## src/rtl/trig_pkg.sv

```systemverilog
// Shared definitions for the triggered frame scheduler: frame geometry,
// the scheduler state enum and the byte/CRC helper functions.
package trig_pkg;

    // Frame geometry: slots 0..7 data, slot 8 CRC, slot 9 gap
    localparam logic [3:0] FRAME_LEN      = 4'd10;
    localparam logic [3:0] CRC_SLOT       = 4'd8;
    localparam logic [3:0] GAP_SLOT       = FRAME_LEN - 4'd1;
    localparam logic [3:0] LAST_DATA_SLOT = CRC_SLOT - 4'd1;

    typedef enum logic [1:0] {
        ST_IDLE = 2'd0,
        ST_DATA = 2'd1,
        ST_CRC  = 2'd2,
        ST_GAP  = 2'd3
    } trig_state_e;

    // Byte n of a 64-bit payload, most significant byte first
    function automatic logic [7:0] frame_byte(input logic [63:0] p, input logic [3:0] n);
        logic [63:0] sh;
        sh = p << {n[2:0], 3'b000};
        return sh[63:56];
    endfunction

    // One byte step of an MSB-first, non-reflected CRC-8
    function automatic logic [7:0] crc8_byte(input logic [7:0] crc,
                                             input logic [7:0] data,
                                             input logic [7:0] poly);
        logic [7:0] c;
        c = crc ^ data;
        for (int i = 0; i < 8; i++) begin
            if (c[7]) begin
                c = {c[6:0], 1'b0} ^ poly;
            end else begin
                c = {c[6:0], 1'b0};
            end
        end
        return c;
    endfunction

endpackage

```

## src/rtl/rr_arbiter.sv

```systemverilog
// Combinational round-robin arbiter: the first requester at or after ptr
// (wrapping modulo NUM_REQ) wins.
module rr_arbiter #(
    parameter int NUM_REQ = 4
) (
    input  logic [NUM_REQ-1:0] req,
    input  logic [2:0]         ptr,
    output logic [NUM_REQ-1:0] gnt,
    output logic [2:0]         idx
);

    logic found_s;

    // Scan requesters in priority order starting at the pointer
    always_comb begin
        gnt     = '0;
        idx     = 3'd0;
        found_s = 1'b0;
        for (int off = 0; off < NUM_REQ; off++) begin
            for (int k = 0; k < NUM_REQ; k++) begin
                if (!found_s && req[k] && (k == ((int'(ptr) + off) % NUM_REQ))) begin
                    found_s = 1'b1;
                    gnt[k]  = 1'b1;
                    idx     = 3'(k);
                end else begin
                    found_s = found_s;
                end
            end
        end
    end

endmodule

```

## src/rtl/trig_frame_scheduler.sv

```systemverilog
// Triggered frame scheduler: arbitrates NUM_REQ requesters round-robin and
// serialises a 10-slot frame (8 payload bytes, CRC-8, gap) per grant.
// Optional feature: define TRIG_SCHED_SRC_ID_EN to emit a source-ID byte
// {5'b10100, owner} in the gap slot (not covered by the CRC).
module trig_frame_scheduler
    import trig_pkg::*;
#(
    parameter int         NUM_REQ    = 4,
    parameter logic [7:0] POLYNOMIAL = 8'h07,
    parameter logic [7:0] INITIAL    = 8'hFF
) (
    input  logic                    clk,
    input  logic                    reset,
    input  logic [NUM_REQ-1:0]      req_i,
    input  logic [NUM_REQ*64-1:0]   payload_i,
    output logic [NUM_REQ-1:0]      gnt_o,
    output logic [7:0]              tx_data_o,
    output logic                    tx_valid_o,
    output logic                    tx_sof_o,
    output logic                    tx_eof_o,
    output logic [3:0]              slot_o,
    output logic [2:0]              owner_o,
    output logic                    busy_o
);

    trig_state_e          state_r, state_nx_s;
    logic [3:0]           slot_r, slot_nx_s;
    logic [2:0]           owner_r, owner_nx_s;
    logic [2:0]           ptr_r, ptr_nx_s;
    logic [63:0]          payload_r, payload_nx_s;
    logic [7:0]           crc_r, crc_nx_s;

    logic [NUM_REQ-1:0]   win_gnt_s;
    logic [2:0]           win_idx_s;
    logic [63:0]          win_payload_s;
    logic [7:0]           cur_byte_s;

    logic [NUM_REQ-1:0]   gnt_nx_s, gnt_r;
    logic [7:0]           data_nx_s, tx_data_r;
    logic                 valid_nx_s, tx_valid_r;
    logic                 sof_nx_s, tx_sof_r;
    logic                 eof_nx_s, tx_eof_r;
    logic                 busy_r;

    rr_arbiter #(
        .NUM_REQ (NUM_REQ)
    ) u_rr_arbiter (
        .req (req_i),
        .ptr (ptr_r),
        .gnt (win_gnt_s),
        .idx (win_idx_s)
    );

    // Select the winning requester's payload lane (AND-OR mux on the one-hot grant)
    always_comb begin
        win_payload_s = 64'd0;
        for (int k = 0; k < NUM_REQ; k++) begin
            win_payload_s = win_payload_s | (payload_i[k*64 +: 64] & {64{win_gnt_s[k]}});
        end
    end

    // Frame sequencing: next state, latched frame data and next output values
    always_comb begin
        state_nx_s   = state_r;
        slot_nx_s    = slot_r;
        owner_nx_s   = owner_r;
        ptr_nx_s     = ptr_r;
        payload_nx_s = payload_r;
        crc_nx_s     = crc_r;
        cur_byte_s   = 8'h00;
        gnt_nx_s     = '0;
        data_nx_s    = 8'h00;
        valid_nx_s   = 1'b0;
        sof_nx_s     = 1'b0;
        eof_nx_s     = 1'b0;
        case (state_r)
            ST_IDLE, ST_GAP: begin
                if (|req_i) begin
                    state_nx_s   = ST_DATA;
                    slot_nx_s    = 4'd0;
                    owner_nx_s   = win_idx_s;
                    payload_nx_s = win_payload_s;
                    crc_nx_s     = INITIAL;
                    if (win_idx_s == 3'(NUM_REQ - 1)) begin
                        ptr_nx_s = 3'd0;
                    end else begin
                        ptr_nx_s = win_idx_s + 3'd1;
                    end
                    gnt_nx_s     = win_gnt_s;
                    data_nx_s    = frame_byte(win_payload_s, 4'd0);
                    valid_nx_s   = 1'b1;
                    sof_nx_s     = 1'b1;
                end else begin
                    state_nx_s   = ST_IDLE;
                    slot_nx_s    = 4'd0;
                end
            end
            ST_DATA: begin
                cur_byte_s = frame_byte(payload_r, slot_r);
                crc_nx_s   = crc8_byte(crc_r, cur_byte_s, POLYNOMIAL);
                valid_nx_s = 1'b1;
                if (slot_r == LAST_DATA_SLOT) begin
                    state_nx_s = ST_CRC;
                    slot_nx_s  = CRC_SLOT;
                    data_nx_s  = crc_nx_s;
                    eof_nx_s   = 1'b1;
                end else begin
                    slot_nx_s  = slot_r + 4'd1;
                    data_nx_s  = frame_byte(payload_r, slot_r + 4'd1);
                end
            end
            ST_CRC: begin
                state_nx_s = ST_GAP;
                slot_nx_s  = GAP_SLOT;
`ifdef TRIG_SCHED_SRC_ID_EN
                data_nx_s  = {5'b10100, owner_r};
                valid_nx_s = 1'b1;
`endif
            end
            default: begin
                state_nx_s = ST_IDLE;
                slot_nx_s  = 4'd0;
            end
        endcase
    end

    // Scheduler state, pointer and latched frame contents
    always_ff @(posedge clk or negedge reset) begin
        if (!reset) begin
            state_r   <= ST_IDLE;
            slot_r    <= 4'd0;
            owner_r   <= 3'd0;
            ptr_r     <= 3'd0;
            payload_r <= 64'd0;
            crc_r     <= 8'h00;
        end else begin
            state_r   <= state_nx_s;
            slot_r    <= slot_nx_s;
            owner_r   <= owner_nx_s;
            ptr_r     <= ptr_nx_s;
            payload_r <= payload_nx_s;
            crc_r     <= crc_nx_s;
        end
    end

    // Registered transmit-side outputs, aligned with the slot they describe
    always_ff @(posedge clk or negedge reset) begin
        if (!reset) begin
            gnt_r      <= '0;
            tx_data_r  <= 8'h00;
            tx_valid_r <= 1'b0;
            tx_sof_r   <= 1'b0;
            tx_eof_r   <= 1'b0;
            busy_r     <= 1'b0;
        end else begin
            gnt_r      <= gnt_nx_s;
            tx_data_r  <= data_nx_s;
            tx_valid_r <= valid_nx_s;
            tx_sof_r   <= sof_nx_s;
            tx_eof_r   <= eof_nx_s;
            busy_r     <= (state_nx_s != ST_IDLE);
        end
    end

    assign gnt_o      = gnt_r;
    assign tx_data_o  = tx_data_r;
    assign tx_valid_o = tx_valid_r;
    assign tx_sof_o   = tx_sof_r;
    assign tx_eof_o   = tx_eof_r;
    assign slot_o     = slot_r;
    assign owner_o    = owner_r;
    assign busy_o     = busy_r;

endmodule

```

## config.mk

```make
export PLATFORM = sky130hd
export DESIGN_NAME = trig_frame_scheduler
export DESIGN_NICKNAME = d
export VERILOG_FILES = /design/src/rtl/trig_pkg.sv /design/src/rtl/rr_arbiter.sv /design/src/rtl/trig_frame_scheduler.sv
export SDC_FILE = /design/constraint.sdc
export NUM_CORES = 1
export LEC_CHECK = 0
export BUFFER_PORTS_ARGS = -buffer_cell sky130_fd_sc_hd__buf_2
export CAP_MARGIN = 5
export CORE_MARGIN = 3
export CORE_UTILIZATION = 44
export CTS_BUF_LIST = sky130_fd_sc_hd__clkbuf_2 sky130_fd_sc_hd__clkbuf_4 sky130_fd_sc_hd__clkbuf_8
export CTS_CLUSTER_DIAMETER = 40
export DETAILED_ROUTE_END_ITERATION = 6
export HOLD_SLACK_MARGIN = 0.03
export MAX_ROUTING_LAYER = met4
export PLACE_DENSITY = 0.82
export SLEW_MARGIN = 5
export SYNTH_ARGS = -nofsm -noshare
export SYNTH_HDL_FRONTEND = slang
export SYNTH_SLANG_ARGS = --single-unit
```

## constraint.sdc

```tcl
create_clock -name clk -period 4.8 [get_ports clk]
set_input_delay 0.24 -clock clk [delete_from_list [all_inputs] [get_ports clk]]
set_output_delay 0.24 -clock clk [all_outputs]
set_load 0.05 [all_outputs]
```

==> out/qor.csv, run 1 <==
metric,value,unit
slew_headroom,31.08,%
insertion_delay,0.38,ns
core_region_area,0.01340,sq mm
avgSynthCellArea,9.741,sq um
ys_ff_latch,98,
violations,design-rule violations,
required,5.04,ns
synth_most_common_cell,dfrtp_1,
io_pins,285,
drc_errors,12,
viasPerCell,6.110,
grt_overflow,0,
synth_top_area_share,40.28,%
place_inst,1035,
gp_congestion,0.9534,
avgRoutedWirePerCell,20.13,um
ant_nets,0,
drive_gt1_share,39.16,%
critPathMaxStageDelay,0.96,ns
crit_family,adder cells,
yosys-top-cells-count,"dfrtp_1, nand2_1, nor2_1",
netlist_instances,625,
crit_fanout,32,
yosys.cell_types.count,49,
area_growth,27.85,%
cp-end-kind,flip-flop,
first_global_vias,6011,
synth_nets,891,
rsz0062_at_grt,no,
start_util,45.43,%
synth_top_area_cell,dfrtp_1,
synth_edf_count,0,
root_buffer,clkbuf_8,
fmax,343.2,MHz
crit_chain,buf_4 > ha_1 > mux4_2 > mux2i_1 > a21oi_1 > nor2_1 > a211oi_1,
crit_path_start_kind,flip-flop,
fill_cells,1174,
h-tree-depth,3,
portBuffers,283,
worst_slew_pin_slew,1.023,ns
syn_area,0.006088,sq mm
grt_max_degree,83,
cts_tree,yes,
cp_slowest_cell,ha_1,
setup_viol,0,
vdd_drop_max,0.3640,mV
synthArstFlopShare,100.0,%
period_share,60.71,%
num_vias,6428,
cp_num_buf_inv,1,
leakagePower,0.003543,uW
cts.path.max_buffers,2,
critPathArrivalTime,3.16,ns
hold_path_class,input pin to flip-flop,
grt_first_pass_wirelength,31.97,mm
dp.final_hpwl,16.33,mm
clk_pin_slew_worst_paths,0.10,ns
synthTopCellsByArea,"dfrtp_1, a222oi_1, a31oi_1",
die_y,123.6,um
fin_nets,1137,
power.density,710.6,mW/mm^2
die_area,0.01528,sq mm
fin_worst_skew,0.01104,ns
row_count,42,
ctsResizeCount,0,
ys_seq_area_share,40.28,%
wl,21.18,mm
dr.pass1.iters,7,
setup_tns,0,ns
die_x,123.6,um
outcome,"finished, violations left",
yosysWarnings,0,
slew_violations,0,
antennaDiodeCount,0,
synthFlopType,dfrtp_1,
stdcell_count,1052,
cap_violations,0,
grtUsageTotal,28.21,%
drt_iter0_drc,845,
hold_viol,0,
finalCriticalPeriod,2.914,ns
cts.sinks,98,
worst-setup-path-type,flip-flop to flip-flop,
cts_made_buffers,9,
antenna_found_initial,0,
final timing paths:
path | slack, ns | cells after the start | to | from
hold / removal | 0.1 | 3 | payload_r[9] | payload_i[9]
max in group asynchronous | 3.31 | 3 | payload_r[26] | reset
setup reg to reg | 1.89 | 7 | tx_data_o[3] | slot_o[1]
setup / recovery | 1.89 | 7 | tx_data_o[3] | slot_o[1]
hold reg to reg | 0.49 | 2 | owner_o[0] | owner_o[0]
min in group asynchronous | 0.45 | 2 | owner_o[1] | reset
layout by cell type (no fill, tap or decap), types with 5 or more instances in the layout:
master / n
o22a_1: 6
a31oi_1: 58
dfrtp_1: 98
buf_2: 282
mux2_2: 10
clkbuf_8: 10
a221oi_1: 6
inv_1: 5
a21oi_1: 20
mux2i_1: 23
a222oi_1: 62
nand2_1: 85
a21o_1: 9
buf_4: 11
mux4_2: 16
o21ai_0: 8
o22ai_1: 10
nor2_1: 76
xnor2_1: 14
routing by layer:
metal	global-route usage [%]	routed length (um)	vias up
li1	-	-	2922
met1	36.50	8389	3078
met2	44.95	10480	376
met3	5.722	1709	52
met4	8.789	604	0
met5	-	0	-
worst reg2reg max path, cell delays in order, from the launching register on:
cell and delay [ns]:
dfrtp_1 0.37, buf_4 0.27, ha_1 0.97, mux4_2 0.62, mux2i_1 0.21, a21oi_1 0.11, nor2_1 0.15, a211oi_1 0.08
state kept, by name (all words and copies together) (netlist names):
name and flops:
busy_o 1, slot_o 4, crc_r 8, tx_eof_o 1
payload_r 64, tx_valid_o 1, tx_sof_o 1, owner_o 2
tx_data_o 8, gnt_o 4, state_r 2, ptr_r 2
what timing repair did:
item,4_1_cts,5_1_grt
endpoints found under the hold margin,56,0
setup buffers,0,0
hold buffers,1,0
power by group:
group	internal (uW)	switching [uW]	leakage, uW
Combinational	1420	1880	0.00228
Clock	320	291	0.000110
Sequential	1230	384	0.00115
Total	2970	2560	0.00354
area by class of cell:
type | instances | area, sq um | area share, %
Multi-Input combinational cell | 462 | 3356 | 43.11
Tap cell | 176 | 220.2 | 2.829
Inverter | 6 | 23.77 | 0.3054
Clock buffer | 12 | 152.6 | 1.961
Timing Repair Buffer | 294 | 1504 | 19.32
Clock inverter | 4 | 75.07 | 0.9645
Sequential cell | 98 | 2452 | 31.51
through the flow:
| stage | total power, uW | area [sq um] | setup slack [ns] | hold WS (ns) | utilization, % |
|---|---|---|---|---|---|
| 2_1_floorplan | 3997 | 6088 | 1.999 | -0.05559 | - |
| 3_3_place_gp | 4811 | 7546 | 1.962 | 0.3469 | 56.31 |
| 3_5_place_dp | 4892 | 7546 | 1.872 | 0.3523 | 56.31 |
| 4_1_cts | 5508 | 7784 | 1.851 | 0.07966 | 58.09 |
| 6_report | 5531 | 7784 | 1.886 | 0.09789 | 58.09 |
| 5_1_grt | 5887 | 7784 | 1.712 | 0.07577 | 58.09 |
logic make-up (layout without fill, tap and decap cells):
group	Yosys count	count (layout)	synth area share [%]
AO/OA/AOI/OAI	192	192	24.33
XOR/XNOR	21	21	3.823
buffers and inverters	65	316	4.829
flip-flops	98	98	40.28
adder cells (fa/ha/maj)	4	4	0.8221
AND/OR/NAND/NOR	189	189	12.70
multiplexers	55	55	13.15
other	1	1	0.06159
Note: power is estimated with default switching activity, not from simulation.
==> run 2, diff against run 1 <==
- PLACE_DENSITY: 0.82 -> 0.85
- clock period: 4.8 -> 2.4 ns (I/O delays scaled with it)
==> out/qor.csv, run 2 (synthesis gave the netlist of run 1 again) <==
metric,value,unit
outcome,"finished, violations left",
violations,design-rule violations,
drive_gt1_share,40.75,%
portBuffers,283,
grt_first_pass_wirelength,32.98,mm
min_from,payload_i[36],
final_common_cell,buf_2,
startpoint,slot_o[1],
critPathArrivalTime,2.60,ns
stdcell_count,1138,
slew_headroom,25.86,%
cts.sinks,98,
setup_viol,0,
crit_path_start_kind,flip-flop,
cap_violations,0,
fin_util,65.06,%
hold_viol,0,
mostFrequentLayoutCells,"buf_2, dfrtp_1, nand2_1, nor2_1, a222oi_1",
cp_slowest_cell,mux4_2,
reg2reg_from,slot_o[1],
grtUsageTotal,28.99,%
fin_ws,0.07006,ns
top_register,payload_r,
holdPathStages,3,
ant_nets,0,
start_util,45.43,%
clk_pin_slew_worst_paths,0.09,ns
crit_chain,clkbuf_4 > ha_4 > buf_12 > mux4_2 > mux2i_2 > nor3_1 > a221o_1,
drc_errors,36,
die_y,123.6,um
root_buffer,clkbuf_8,
dr.pass1.iters,7,
critPathMaxStageDelay,0.54,ns
r2r_slack,0.07,ns
io_pins,285,
antenna_found_initial,0,
place_ws,-0.003102,ns
power.density,1344,mW/mm^2
cts_made_buffers,9,
core_region_area,0.01340,sq mm
dp.final_hpwl,16.40,mm
rsz0062_at_grt,yes,
num_vias,6791,
grt_max_degree,121,
cts.path.max_buffers,2,
fin_worst_skew,0.01110,ns
fin_nets,1225,
wl,22.32,mm
hold_path_class,input pin to flip-flop,
grt_overflow,0,
antennaDiodeCount,0,
fmax,429.2,MHz
worst-setup-path-type,flip-flop to flip-flop,
vdd_drop_max,0.7407,mV
drt_iter0_drc,977,
hold_ws,0.05648,ns
fill_cells,1070,
place_inst,1059,
viasPerCell,5.967,
gp_congestion,0.9034,
required,2.67,ns
finalCriticalPeriod,2.330,ns
slew_violations,0,
avgRoutedWirePerCell,19.61,um
crit_fanout,13,
h-tree-depth,3,
cts_tree,yes,
worst_slew_pin_slew,1.100,ns
die_x,123.6,um
largest_reg_flops,64,
row_count,42,
ff2ff_path_depth,7,
leakagePower,0.003983,uW
first_global_vias,6425,
cp-end-kind,flip-flop,
area_growth,43.20,%
period_share,97.08,%
die_area,0.01528,sq mm
insertion_delay,0.38,ns
[run 2: changes by cell type in the layout (fill, tap and decap cells not counted), moves of 3 or more]
cell	previous run	this run
dlygate4sd3_1	1	55
buf_4	11	34
buf_12	0	8
a221oi_1	6	2
xnor2_1	14	10
xnor2_2	0	4
a221oi_2	1	4
clkbuf_4	2	5
dfrtp_1	98	95
dfrtp_2	0	3
mux2i_1	23	20
mux2i_2	0	3
[run 2: power breakdown]
group	leakage [uW]	internal, uW	switching, uW
sequential	0.00115	2470	776
clock	0.0000903	443	555
combinational	0.00274	3570	3900
total	0.00398	6480	5230
[run 2: path summary, 6_finish.rpt]
path / end
max in group asynchronous: payload_r[24]
max: tx_data_o[5]
min reg2reg: owner_o[0]
min: payload_r[36]
min in group asynchronous: gnt_o[0]
max reg2reg: tx_data_o[5]
[run 2: worst max-delay path: cells and delay by family (launching register included)]
family / cells / cell delay, ns
and+or+nand+nor: 1 / 0.07
muxes: 2 / 0.75
buffers and inverters: 2 / 0.36
adders and majority gates: 1 / 0.31
AOI/OAI and AO/OA: 1 / 0.28
DFF: 1 / 0.44
[run 2: timing repair]
action | 4_1_cts | 5_1_grt
endpoints found under the hold margin | 99 | 0
endpoints found under the setup margin | 2 | 22
pin swaps | 0 | 1
gates resized for setup | 0 | 18
buffers inserted | 2 | 8
hold buffers | 55 | 0
[run 2: layer usage]
layer / share of wire, % / global-route usage, %
met1: 40 / 37.18
met2: 50 / 47.04
met3: 7.5 / 4.723
met4: 2.6 / 9.896
met5: 0 / -
[run 2: final cells by class]
class	instances	area (sq um)	share of cell area (%)
Clock buffer	14	167.7	1.923
Inverter	6	23.77	0.2727
Multi-Input combinational cell	462	3450	39.57
Sequential cell	98	2456	28.17
Tap cell	176	220.2	2.526
Timing Repair Buffer	382	2401	27.54
[run 2: per-stage QoR]
stage,setup TNS [ns],instance area [sq um],total power [uW]
finish,0,8718,11720
global route,-0.01032,8718,12440
CTS,0,8563,11290
detailed placement,-0.004225,7830,10220
global placement,0,7830,10080
floorplan,0,6096,8009
==> run 3, diff against run 2 <==
- SETUP_SLACK_MARGIN: default -> 0.15
==> out/qor.csv, run 3 (synthesis gave the netlist of run 1 again) <==
metric,value,unit
mostFrequentLayoutCells,"buf_2, dfrtp_1, nand2_1, nor2_1, a222oi_1",
core_region_area,0.01340,sq mm
slew_headroom,20.44,%
crit_fanout,6,
grt_max_degree,70,
drive_gt1_share,43.52,%
grt_overflow,0,
leakagePower,0.004091,uW
drc_errors,12,
setup_viol,0,
multi_input_area,0.003597,sq mm
fin_worst_skew,0.01462,ns
fmax,419.6,MHz
cts.path.max_buffers,2,
seqCellArea,0.002457,sq mm
die_area,0.01528,sq mm
grt_first_pass_wirelength,35.06,mm
dr.pass1.iters,7,
cap_violations,0,
period_share,99.30,%
hold_viol,0,
violations,design-rule violations,
ant_nets,0,
rsz0062_at_grt,yes,
final_common_cell,buf_2,
avgRoutedWirePerCell,20.44,um
cp-end-kind,flip-flop,
largest_reg_flops,64,
busiest_layer,met2,
hold_ws,0.05917,ns
fill_cells,1013,
hold_path_class,input pin to flip-flop,
io_pins,285,
first_global_vias,6791,
worst_slew_pin_slew,1.181,ns
cts_tree,yes,
portBuffers,283,
wl,23.46,mm
top_register,payload_r,
crit_path_start_kind,flip-flop,
num_vias,7044,
area_growth,47.60,%
grt_use_met2,49.48,%
gp_congestion,0.9360,
insertion_delay,0.39,ns
start_util,45.43,%
drt_iter0_drc,946,
antennaDiodeCount,0,
cts.sinks,98,
outcome,"finished, violations left",
die_y,123.6,um
power.density,1432,mW/mm^2
worst-setup-path-type,flip-flop to flip-flop,
power.total,12870,uW
vdd_drop_max,0.6388,mV
cts_made_buffers,9,
antenna_found_initial,0,
slew_violations,0,
die_x,123.6,um
dp.final_hpwl,16.43,mm
fin_nets,1234,
grtUsageTotal,30.61,%
use_met1,37.87,%
row_count,42,
critPathArrivalTime,2.66,ns
finalCriticalPeriod,2.383,ns
viasPerCell,6.136,
h-tree-depth,3,
grtUsageMet3,5.949,%
root_buffer,clkbuf_8,
clk_pin_slew_worst_paths,0.09,ns
required,2.67,ns
[run 3: changes by cell type in the layout (fill, tap and decap cells not counted), sizes merged]
cell         before  now
dlygate4sd3      55   57
clkinv            1    2
inv               5    6
clkbuf           16   12
bufinv            0    1
buf             325  334
[run 3: power by group]
| group | internal (uW) | switching [uW] | leakage [uW] |
|---|---|---|---|
| registers | 2470 | 833 | 0.00115 |
| clock network | 525 | 570 | 0.000103 |
| logic | 4140 | 4330 | 0.00284 |
[run 3: final cells by class]
class,instances,share of cell area (%)
tap,176,2.451
multi-input combinational,462,40.03
sequential,98,27.35
clock inverter,3,0.4456
timing repair buffer,391,27.75
inverter,6,0.2785
clock buffer,12,1.699
[run 3: stage by stage]
stage          instances  TNS (ns)  area (sq um)  setup slack (ns)  util, %
2_1_floorplan        625         0          6106           0.02114        -
3_3_place_gp        1062         0          7819           0.05872    58.35
3_5_place_dp        1062         0          7819          0.002557    58.35
4_1_cts             1139         0          8748           0.06506    65.28
5_1_grt             1148   -0.1138          8986          -0.05364    67.06
6_report            1148         0          8986           0.01686    67.06
[run 3: metal layers]
layer	vias up	routed length, um	part of all wire, %
met1	3403	8872	38
met3	77	2006	8.5
met4	0	815	3.5
li1	3107	-	-
met5	-	0	0
met2	457	11770	50
[run 3: critical path, stage by stage (launching register included)]
cell and delay [ns]:
dfrtp_2 0.49, buf_6 0.17, buf_6 0.12, mux2_4 0.30, o22ai_2 0.16, a221oi_2 0.05, buf_4 0.18, xnor2_4 0.14
xnor2_2 0.17, xor2_1 0.19, a221o_1 0.32
[run 3: final timing paths]
| check | slack [ns] | cells after the start | end | startpoint |
|---|---|---|---|---|
| max | 0.02 | 10 | tx_data_o[5] | slot_o[1] |
| min | 0.06 | 3 | payload_r[23] | payload_i[87] |
| max reg2reg | 0.02 | 10 | tx_data_o[5] | slot_o[1] |
| min reg2reg | 0.49 | 2 | owner_o[1] | owner_o[1] |
| max in group asynchronous | 1.41 | 3 | payload_r[32] | reset |
| min in group asynchronous | 0.27 | 2 | gnt_o[0] | reset |
[run 3: repair_timing]
item / CTS / global route
pin swaps: 10 / 13
resized for setup: 24 / 35
hold endpoints to repair: 102 / 0
setup buffers: 4 / 9
endpoints found under the setup margin: 29 / 74
cloned: 1 / 0
hold buffers: 57 / 0
